===== config.mk =====
export PLATFORM = sky130hd
export DESIGN_NAME = ex_flat
export DESIGN_NICKNAME = d
export VERILOG_FILES = /design/src/rtl/ex_if.sv /design/src/rtl/ex.sv /design/src/flat_wrapper.sv
export SDC_FILE = /design/constraint.sdc
export NUM_CORES = 1
export LEC_CHECK = 0
export BUFFER_PORTS_ARGS = -buffer_cell sky130_fd_sc_hd__buf_2
export CORE_ASPECT_RATIO = 0.5
export CORE_MARGIN = 8
export CORE_UTILIZATION = 47
export DETAILED_ROUTE_END_ITERATION = 6
export PLACE_DENSITY = 0.69
export SLEW_MARGIN = 40
export SYNTH_ARGS = -nofsm -noshare
export SYNTH_HDL_FRONTEND = slang
export SYNTH_SLANG_ARGS = --single-unit

===== constraint.sdc =====
create_clock -name vclk -period 4.3
set_input_delay 0.215 -clock vclk [all_inputs]
set_output_delay 0.215 -clock vclk [all_outputs]
set_load 0.03 [all_outputs]

===== src/rtl/ex_if.sv =====
// ex_if: operand/result bundle between ID/EX, the execute stage and EX/MEM
// Signals:
//   aluop_i, alusel_i, reg1_i, reg2_i, wd_i, wreg_i, flush_i : from ID/EX into ex
//   wd_o, wreg_o, wdata_o, whilo_o, hi_o, lo_o, stallreq_o   : from ex toward EX/MEM and hazard control
// Modports: master is the pipeline side, slave is the ex stage.
interface ex_if #(
    parameter int WIDTH   = 32,
    parameter int RADDR_W = 5
);
    logic [7:0]         aluop_i;
    logic [2:0]         alusel_i;
    logic [WIDTH-1:0]   reg1_i;
    logic [WIDTH-1:0]   reg2_i;
    logic [RADDR_W-1:0] wd_i;
    logic               wreg_i;
    logic               flush_i;
    logic [RADDR_W-1:0] wd_o;
    logic               wreg_o;
    logic [WIDTH-1:0]   wdata_o;
    logic               whilo_o;
    logic [WIDTH-1:0]   hi_o;
    logic [WIDTH-1:0]   lo_o;
    logic               stallreq_o;

    modport master (
        output aluop_i, alusel_i, reg1_i, reg2_i, wd_i, wreg_i, flush_i,
        input  wd_o, wreg_o, wdata_o, whilo_o, hi_o, lo_o, stallreq_o
    );

    modport slave (
        input  aluop_i, alusel_i, reg1_i, reg2_i, wd_i, wreg_i, flush_i,
        output wd_o, wreg_o, wdata_o, whilo_o, hi_o, lo_o, stallreq_o
    );
endinterface


===== src/rtl/ex.sv =====
// ex: execute stage -- combinational logic/shift/arith ALU plus optional iterative DIV/DIVU
// Ports:
//   clk   : pipeline clock
//   rst_n : asynchronous reset, active HIGH despite the name; forces every output to 0
//   bus   : ex_if.slave -- operands/op codes in, result, HI/LO write and stall request out
// Build option: define EX_DIV_EN to build the WIDTH-cycle restoring divider with its
// stall request; otherwise DIV/DIVU finish at once with HI/LO write of zeros and no stall.
module ex #(
    parameter int WIDTH   = 32,
    parameter int RADDR_W = 5
) (
    input  logic clk,
    input  logic rst_n,
    ex_if.slave  bus
);
    localparam logic [7:0] OP_AND  = 8'b00100100;
    localparam logic [7:0] OP_OR   = 8'b00100101;
    localparam logic [7:0] OP_XOR  = 8'b00100110;
    localparam logic [7:0] OP_NOR  = 8'b00100111;
    localparam logic [7:0] OP_SLL  = 8'b01111100;
    localparam logic [7:0] OP_SRL  = 8'b00000010;
    localparam logic [7:0] OP_SRA  = 8'b00000011;
    localparam logic [7:0] OP_ADDU = 8'b00100001;
    localparam logic [7:0] OP_SUBU = 8'b00100011;
    localparam logic [7:0] OP_SLT  = 8'b00101010;
    localparam logic [7:0] OP_SLTU = 8'b00101011;
    localparam logic [7:0] OP_DIV  = 8'b00011010;
    localparam logic [7:0] OP_DIVU = 8'b00011011;
    localparam logic [2:0] SEL_LOGIC = 3'b001;
    localparam logic [2:0] SEL_SHIFT = 3'b010;
    localparam logic [2:0] SEL_ARITH = 3'b100;
    localparam int SW = $clog2(WIDTH);

    logic [WIDTH-1:0]        a, b, logic_res, shift_res, arith_res, alu_res, hi, lo;
    logic signed [WIDTH-1:0] sra_res;
    logic [SW-1:0]           sa;
    logic [7:0]              op;
    logic                    is_div, whilo, stall, slt, sltu;

    assign a      = bus.reg1_i;
    assign b      = bus.reg2_i;
    assign op     = bus.aluop_i;
    assign sa     = a[SW-1:0];
    assign is_div = op == OP_DIV || op == OP_DIVU;
    // kept separate so the surrounding unsigned ternary cannot turn >>> into a logical shift
    assign sra_res = $signed(b) >>> sa;
    assign slt     = $signed(a) < $signed(b);
    assign sltu    = a < b;

    always_comb begin
        logic_res = op == OP_OR  ? a | b :
                    op == OP_AND ? a & b :
                    op == OP_XOR ? a ^ b :
                    op == OP_NOR ? ~(a | b) : '0;
        shift_res = op == OP_SLL ? b << sa :
                    op == OP_SRL ? b >> sa :
                    op == OP_SRA ? sra_res : '0;
        arith_res = op == OP_ADDU ? a + b :
                    op == OP_SUBU ? a - b :
                    op == OP_SLT  ? {{(WIDTH-1){1'b0}}, slt} :
                    op == OP_SLTU ? {{(WIDTH-1){1'b0}}, sltu} : '0;
        alu_res   = bus.alusel_i == SEL_LOGIC ? logic_res :
                    bus.alusel_i == SEL_SHIFT ? shift_res :
                    bus.alusel_i == SEL_ARITH ? arith_res : '0;
    end

`ifdef EX_DIV_EN
    typedef enum logic [1:0] {IDLE, ZERO, BUSY, DONE} state_t;

    state_t           state;
    logic [SW-1:0]    cnt;
    logic [WIDTH-1:0] dvs, rem, quo;
    logic [WIDTH:0]   shifted, diff;
    logic             neg_q, neg_r, sgn;

    assign sgn = op == OP_DIV;
    // quo starts as the dividend magnitude and shifts out into rem while quotient bits shift in
    assign shifted = {rem, quo[WIDTH-1]};
    assign diff    = shifted - {1'b0, dvs};

    always_ff @(posedge clk or posedge rst_n) begin
        if (rst_n) begin
            state <= IDLE;
            cnt   <= '0;
            dvs   <= '0;
            rem   <= '0;
            quo   <= '0;
            neg_q <= 1'b0;
            neg_r <= 1'b0;
        end else if (bus.flush_i) begin
            state <= IDLE;
        end else begin
            case (state)
                IDLE: if (is_div) begin
                    if (b == '0) begin
                        state <= ZERO;
                    end else begin
                        quo   <= sgn && a[WIDTH-1] ? -a : a;
                        dvs   <= sgn && b[WIDTH-1] ? -b : b;
                        rem   <= '0;
                        cnt   <= '0;
                        neg_q <= sgn && (a[WIDTH-1] ^ b[WIDTH-1]);
                        neg_r <= sgn && a[WIDTH-1];
                        state <= BUSY;
                    end
                end
                ZERO: begin
                    quo   <= '1;
                    rem   <= a;
                    neg_q <= 1'b0;
                    neg_r <= 1'b0;
                    state <= DONE;
                end
                BUSY: begin
                    // a borrow out of the trial subtraction means restore the shifted remainder
                    rem <= diff[WIDTH] ? shifted[WIDTH-1:0] : diff[WIDTH-1:0];
                    quo <= {quo[WIDTH-2:0], ~diff[WIDTH]};
                    cnt <= cnt + SW'(1);
                    if (cnt == SW'(WIDTH - 1)) state <= DONE;
                end
                default: state <= IDLE;
            endcase
        end
    end

    assign stall = !bus.flush_i && (state == IDLE ? is_div : state == ZERO || state == BUSY);
    assign whilo = is_div && !bus.flush_i && state == DONE;
    assign lo    = whilo ? (neg_q ? -quo : quo) : '0;
    assign hi    = whilo ? (neg_r ? -rem : rem) : '0;
`else
    logic unused_ok;

    assign unused_ok = clk ^ bus.flush_i;
    assign stall     = 1'b0;
    assign whilo     = is_div;
    assign lo        = '0;
    assign hi        = '0;
`endif

    assign bus.wd_o       = rst_n ? '0 : bus.wd_i;
    assign bus.wreg_o     = !rst_n && bus.wreg_i;
    assign bus.wdata_o    = rst_n || is_div ? '0 : alu_res;
    assign bus.whilo_o    = !rst_n && whilo;
    assign bus.hi_o       = rst_n ? '0 : hi;
    assign bus.lo_o       = rst_n ? '0 : lo;
    assign bus.stallreq_o = !rst_n && stall;
endmodule


===== src/flat_wrapper.sv =====
// flat-port wrapper written by rule: the top's interface ports become plain ports
module ex_flat 
#(
    parameter int WIDTH   = 32,
    parameter int RADDR_W = 5
)
  (clk, rst_n, bus_aluop_i, bus_alusel_i, bus_reg1_i, bus_reg2_i, bus_wd_i, bus_wreg_i, bus_flush_i, bus_wd_o, bus_wreg_o, bus_wdata_o, bus_whilo_o, bus_hi_o, bus_lo_o, bus_stallreq_o);
  ex_if #(.WIDTH(WIDTH), .RADDR_W(RADDR_W)) bus_i ();
  input  logic clk;
  input  logic rst_n;
  input wire logic [$bits(bus_i.aluop_i)-1:0] bus_aluop_i;
  input wire logic [$bits(bus_i.alusel_i)-1:0] bus_alusel_i;
  input wire logic [$bits(bus_i.reg1_i)-1:0] bus_reg1_i;
  input wire logic [$bits(bus_i.reg2_i)-1:0] bus_reg2_i;
  input wire logic [$bits(bus_i.wd_i)-1:0] bus_wd_i;
  input wire logic [$bits(bus_i.wreg_i)-1:0] bus_wreg_i;
  input wire logic [$bits(bus_i.flush_i)-1:0] bus_flush_i;
  output wire logic [$bits(bus_i.wd_o)-1:0] bus_wd_o;
  output wire logic [$bits(bus_i.wreg_o)-1:0] bus_wreg_o;
  output wire logic [$bits(bus_i.wdata_o)-1:0] bus_wdata_o;
  output wire logic [$bits(bus_i.whilo_o)-1:0] bus_whilo_o;
  output wire logic [$bits(bus_i.hi_o)-1:0] bus_hi_o;
  output wire logic [$bits(bus_i.lo_o)-1:0] bus_lo_o;
  output wire logic [$bits(bus_i.stallreq_o)-1:0] bus_stallreq_o;
  assign bus_i.aluop_i = bus_aluop_i;
  assign bus_i.alusel_i = bus_alusel_i;
  assign bus_i.reg1_i = bus_reg1_i;
  assign bus_i.reg2_i = bus_reg2_i;
  assign bus_i.wd_i = bus_wd_i;
  assign bus_i.wreg_i = bus_wreg_i;
  assign bus_i.flush_i = bus_flush_i;
  assign bus_wd_o = bus_i.wd_o;
  assign bus_wreg_o = bus_i.wreg_o;
  assign bus_wdata_o = bus_i.wdata_o;
  assign bus_whilo_o = bus_i.whilo_o;
  assign bus_hi_o = bus_i.hi_o;
  assign bus_lo_o = bus_i.lo_o;
  assign bus_stallreq_o = bus_i.stallreq_o;
  ex #(.WIDTH(WIDTH), .RADDR_W(RADDR_W)) u_core (.clk(clk), .rst_n(rst_n), .bus(bus_i));
endmodule

Yosys cells after proc, flatten, opt, wreduce, memory -nomap -nowiden:

Index checks and enable logic that the tools add are counted.

* reductions and logical operators: 5
* shift-type cells: 3
* multiply operators: 0
* mux-type cells: 16
* divide/modulo/power cells: 0
* bitwise logic cells: 4
* magnitude comparators: 2
* add/subtract/negate cells: 2
* equality and inequality tests: 16

Operators with widths (count)
* $mux 32: 14
* $eq 8x6->1 const B: 8
* $lt 32x32->1: 2
* $add 32x32->32: 1
* $and 32x32->32: 1
* $not 32->32: 1
* $or 32x32->32: 1
* $shl 32x5->32: 1
* $shr 32x5->32: 1
* $sshr 32x5->32: 1
* $sub 32x32->32: 1
* $xor 32x32->32: 1
* $eq 8x2->1 const B: 2
* $eq 8x5->1 const B: 2
* $eq 8x7->1 const B: 1
* $mux 5: 1
* $eq 3x1->1 const B: 1
* $eq 3x2->1 const B: 1
* $eq 3x3->1 const B: 1
* $logic_and 1x1->1: 2
* $logic_or 1x1->1: 2
* $logic_not 1->1: 1
* $mux 1: 1

* bits in read-only memories: 0
* output and inout port bits: 104
* word-level logic and storage cells: 48
* bits in latches: 0
* input port bits: 84
* memories: 0
* register bits after elaboration: 0
* RAM bits: 0

Depth between registers and ports, before layout:

* word-level depth: 9
* depth in mapped cells: 16
* mapped depth without buffers: 13

Least setup slack after synthesis:

Ideal clock, no wire load.

* path kind: input -> output
* from: input bus_reg1_i[1]
* to: output bus_wdata_o[23]
* arrival time: 3805 ps
* cell stages on the path: 15
* data required time: 4085 ps
* path slack: 280 ps
* buffers on the path: 3
* cell sequence: buf_2 inv_2 buf_1 buf_2 ha_1 o21ba_1 or4_4 a21oi_4 o21ai_2 or3_4 a31oi_4 a21o_2 a21oi_1 o211a_1 a211oi_2

* longest elaborated chain between the ends: 7
* elaborated cells between the ends (all ways): 14
* classes of those cells: 2 x add/sub; 3 x shift; 9 x mux

RTL lines
* from (decl): RTL line flat_wrapper.sv:13 `input wire logic [$bits(bus_i.reg1_i)-1:0] bus_reg1_i;`
* $sub 32x32->32 or $sshr 32x5->32 (tied branches): RTL line ex.sv:59, ex.sv:46
* $mux 32 (on tied branches): RTL line ex.sv:59, ex.sv:57
* $mux 32 (on tied branches): RTL line ex.sv:58, ex.sv:56
* $mux 32 (on tied branches): RTL line ex.sv:64, ex.sv:55
* $mux 32 (*): RTL line ex.sv:63 `bus.alusel_i == SEL_SHIFT ? shift_res :`
* $mux 32 (*): RTL line ex.sv:62 `alu_res = bus.alusel_i == SEL_LOGIC ? logic_res :`
* $mux 32 (*): RTL line ex.sv:142 `assign bus.wdata_o = rst_n || is_div ? '0 : alu_res;`
* to (decl): RTL line flat_wrapper.sv:20 `output wire logic [$bits(bus_i.wdata_o)-1:0] bus_wdata_o;`

Every way passes the cells marked *; elsewhere a longest branch is shown, timed or not.

Final worst setup path:

* from: input bus_reg2_i[0]
* to: output bus_wdata_o[22]

* longest elaborated chain between the ends: 7
* elaborated cells between the ends (all ways): 14
* classes of those cells: 2 x add/sub; 3 x shift; 9 x mux

RTL lines
* from (decl): RTL line flat_wrapper.sv:14 `input wire logic [$bits(bus_i.reg2_i)-1:0] bus_reg2_i;`
* $sub 32x32->32 or $sshr 32x5->32 (tied branches): RTL line ex.sv:59, ex.sv:46
* $mux 32 (on tied branches): RTL line ex.sv:59, ex.sv:57
* $mux 32 (on tied branches): RTL line ex.sv:58, ex.sv:56
* $mux 32 (on tied branches): RTL line ex.sv:64, ex.sv:55
* $mux 32 (*): RTL line ex.sv:63
* $mux 32 (*): RTL line ex.sv:62
* $mux 32 (*): RTL line ex.sv:142

Marks and branches as above.

==> summary.md <==
| Metric | Value |
|---|---|
| I/O pins | ~190 |
| Placer Congestion | between 1 and 1.5 |
| Commonest non-fill, non-tap cells in the layout | nor2_1, a21oi_1, nand2_1 |
| CP max FO | 5 |
| Net load switching power | roughly 0.9 mW |
| Crit. End Element | output port |
| CP Launch Type | primary input |
| Final #Nets | 1774 |
| Cts repair resizes | 0 |
| Routed vias/inst | approximately 6.5 |
| Synth cell types | 90 |
| Die width | 223.6 um |
| Placed cells | between 1500 and 2000 |
| First-iteration detailed-routing DRC count | approximately 2000 |
| Min cycle time layout | 3.930 ns |
| Largest cells by area after synthesis | ha_1, a21oi_1, o21ai_0, mux2i_1, mux4_2 |
| # port buffers | 121 |
| Floorplan row count | 38 |
| Final setup viols | 0 |
| Syn_area_per_cell | about 6.6 um2 |
| RSZ-0062 raised after global routing | false |
| Num sequential | 0 |
| Largest net degree at the start of global routing | 95 |
| Die ar. | 26790 um2 |
| Antenna Violating Nets Remaining | 0 |
| Worst Hold Class | in -> out |
| Fmax achieved | around 250 MHz |
| Setup TNS | 0 ns |
| Synth top area share | 11.86% |
| GRT Util Overall | just under 30% |
| Static leakage | around 4.7 nW |
| Slew headroom | roughly 44% |
| Starting Density | 47.34% |
| Clkbuf count | 0 |
| Final Hold Viols | 0 |
| Vias in the first global route | 10860 |
| Worst Path Arrival | around 3.7 ns |
| DR vias | between 10000 and 15000 |
| Combinational Power Share | between 90% and 100% |
| Hold-fix buffers, CTS | 0 |
| Met3 wire length | about 7000 um |
| Pwr/cell area | 127.1 nW/um2 |
| Layout cell share with drive strength beyond 1 | 15.35% |
| Setup CP Type | in -> out |
| Status | finished clean |
| Initial antenna violation count | 6 |
| Clock network power share | 0% |
| Actual transition at the worst max-transition pin | 0.8350 ns |
| Number of remaining DRC errors | 0 |
| First-pass GRT wire length | between 60000 and 70000 um |
| Die span in y | between 100 and 150 um |
| Switching share of total power | ~66% |
| WL final | around 43000 um |
| Sequential element share of the synthesized area | 0% |
| Metal-1 WL | 17490 um |
| DR WL/cell | approximately 23 um |
| YS warnings | 0 |
| Post-CTS Setup Bufs | 0 |
| Tcrit/Tclk final | around nine tenths |
| Floorplan core area | around 21000 um2 |
| Mapped Cells | approximately 1500 |
| Fin. max-slew vios | 0 |
| Post-synth top area cell | ha_1 |
| Highest Signal Layer | met5 |
| Area Overhead vs Synth | 4.719% |
| Routed wire length on met2 | between 15000 and 20000 um |
| Number of max-cap violations | 0 |
| Post-DP HPWL | roughly 33000 um |
| Post-route insts no fill | approximately 1900 |
| Sequential Area | 0 um2 |
| Post-Syn Area | slightly above 10000 um2 |
| Critical path required time | approximately 4 ns |
| Gr ovfl total | 0 |
| Drt first pass iters | 7 |
| Sequential power share | 0% |
| Fill count | about 2300 |
| Peak VDD IR | around 0.050 mV |
| P_int | 0.4601 mW |
per-stage QoR:
step,power [mW],setup slack (ns),hold slack [ns],area (um2),utilization (%)
final,1.348,0.3698,0.8009,10610,49.57
after floorplan,1.001,0.2801,0.5396,10370,-
after detailed placement,1.291,0.5460,0.8011,10600,49.53
after global routing,1.442,0.2096,0.8041,10610,49.57
after global placement,1.287,0.5563,0.7995,10600,49.53
after CTS,1.297,0.4985,0.8011,10600,49.53
kinds of logic after synthesis:
kind of cell / after synthesis / synth area share, %
other: 1 / 0.03702
xor gates and xnor gates: 27 / 2.335
adders and majority gates: 98 / 12.25
muxes: 118 / 15.57
buffers and inverters: 282 / 14.37
and+or+nand+nor: 458 / 20.33
AOI/OAI and AO/OA: 560 / 35.11
worst paths after layout:
| check | from | to | slack (ns) | depth (start not counted) |
|---|---|---|---|---|
| worst max-delay path | bus_reg2_i[0] | bus_wdata_o[22] | 0.37 | 15 |
| worst min-delay path | bus_wd_i[4] | bus_wd_o[4] | 0.80 | 3 |
cell type report:
type	instances	area (um2)	area share (%)
multi-input combinational	1326	8919	84.09
timing repair buffer	166	964.7	9.095
inverter	98	367.9	3.468
tap	280	350.3	3.303
antenna	2	5.005	0.04719
routing by layer:
| metal | vias up | track usage [%] |
|---|---|---|
| met5 | - | 0 |
| met4 | 6 | 7.000 |
| met3 | 113 | 10.45 |
| met2 | 890 | 42.72 |
| met1 | 5594 | 41.76 |
| li1 | 5590 | - |
worst max-delay path, cell delays in order:
cell	delay, ns
buf_2	0.12
ha_1	0.24
fa_1	0.44
a211oi_1	0.35
o21ai_0	0.29
a221oi_1	0.38
buf_4	0.20
a21oi_1	0.10
o21a_1	0.20
o21ai_0	0.16
o31ai_1	0.11
xor2_1	0.22
a221oi_1	0.42
nor2_1	0.07
buf_2	0.19
synth_stat cells, types with 4 or more instances:
library cell  count
clkbuf_1         59
nor2_1          168
mux4_2           30
ha_1             96
buf_1            17
buf_2            23
a32oi_1           4
mux2_2           16
nor4_1            8
inv_1            95
xnor2_1          25
nor3_1           28
or3_1             7
a22oi_1           8
nand4_1           9
and2_1            9
a21o_1           16
clkbuf_8          7
a221oi_1         17
a31oi_1          13
nand2_1         155
nand2b_1          6
o211ai_1         21
mux2i_1          72
o21ai_0         152
a21oi_1         168
o211a_1           4
o311ai_0          6
nand3_1          19
nor2b_1          17
o21bai_1         12
o2111ai_1         5
a22o_1            5
a211oi_1         27
buf_4            71
a211o_1           7
or2_2             7
o22ai_1          29
o31ai_1          19
power by group through the flow:
stage | combinational [mW] | sequential [mW] | clock, mW
6_report | 1.35 | 0 | 0.0000000622
5_1_grt | 1.44 | 0 | 0.0000000622
4_1_cts | 1.30 | 0 | 0
3_5_place_dp | 1.29 | 0 | 0
3_3_place_gp | 1.29 | 0 | 0
2_1_floorplan | 1.00 | 0 | 0
No activity file was read; power rests on OpenSTA's default activity.
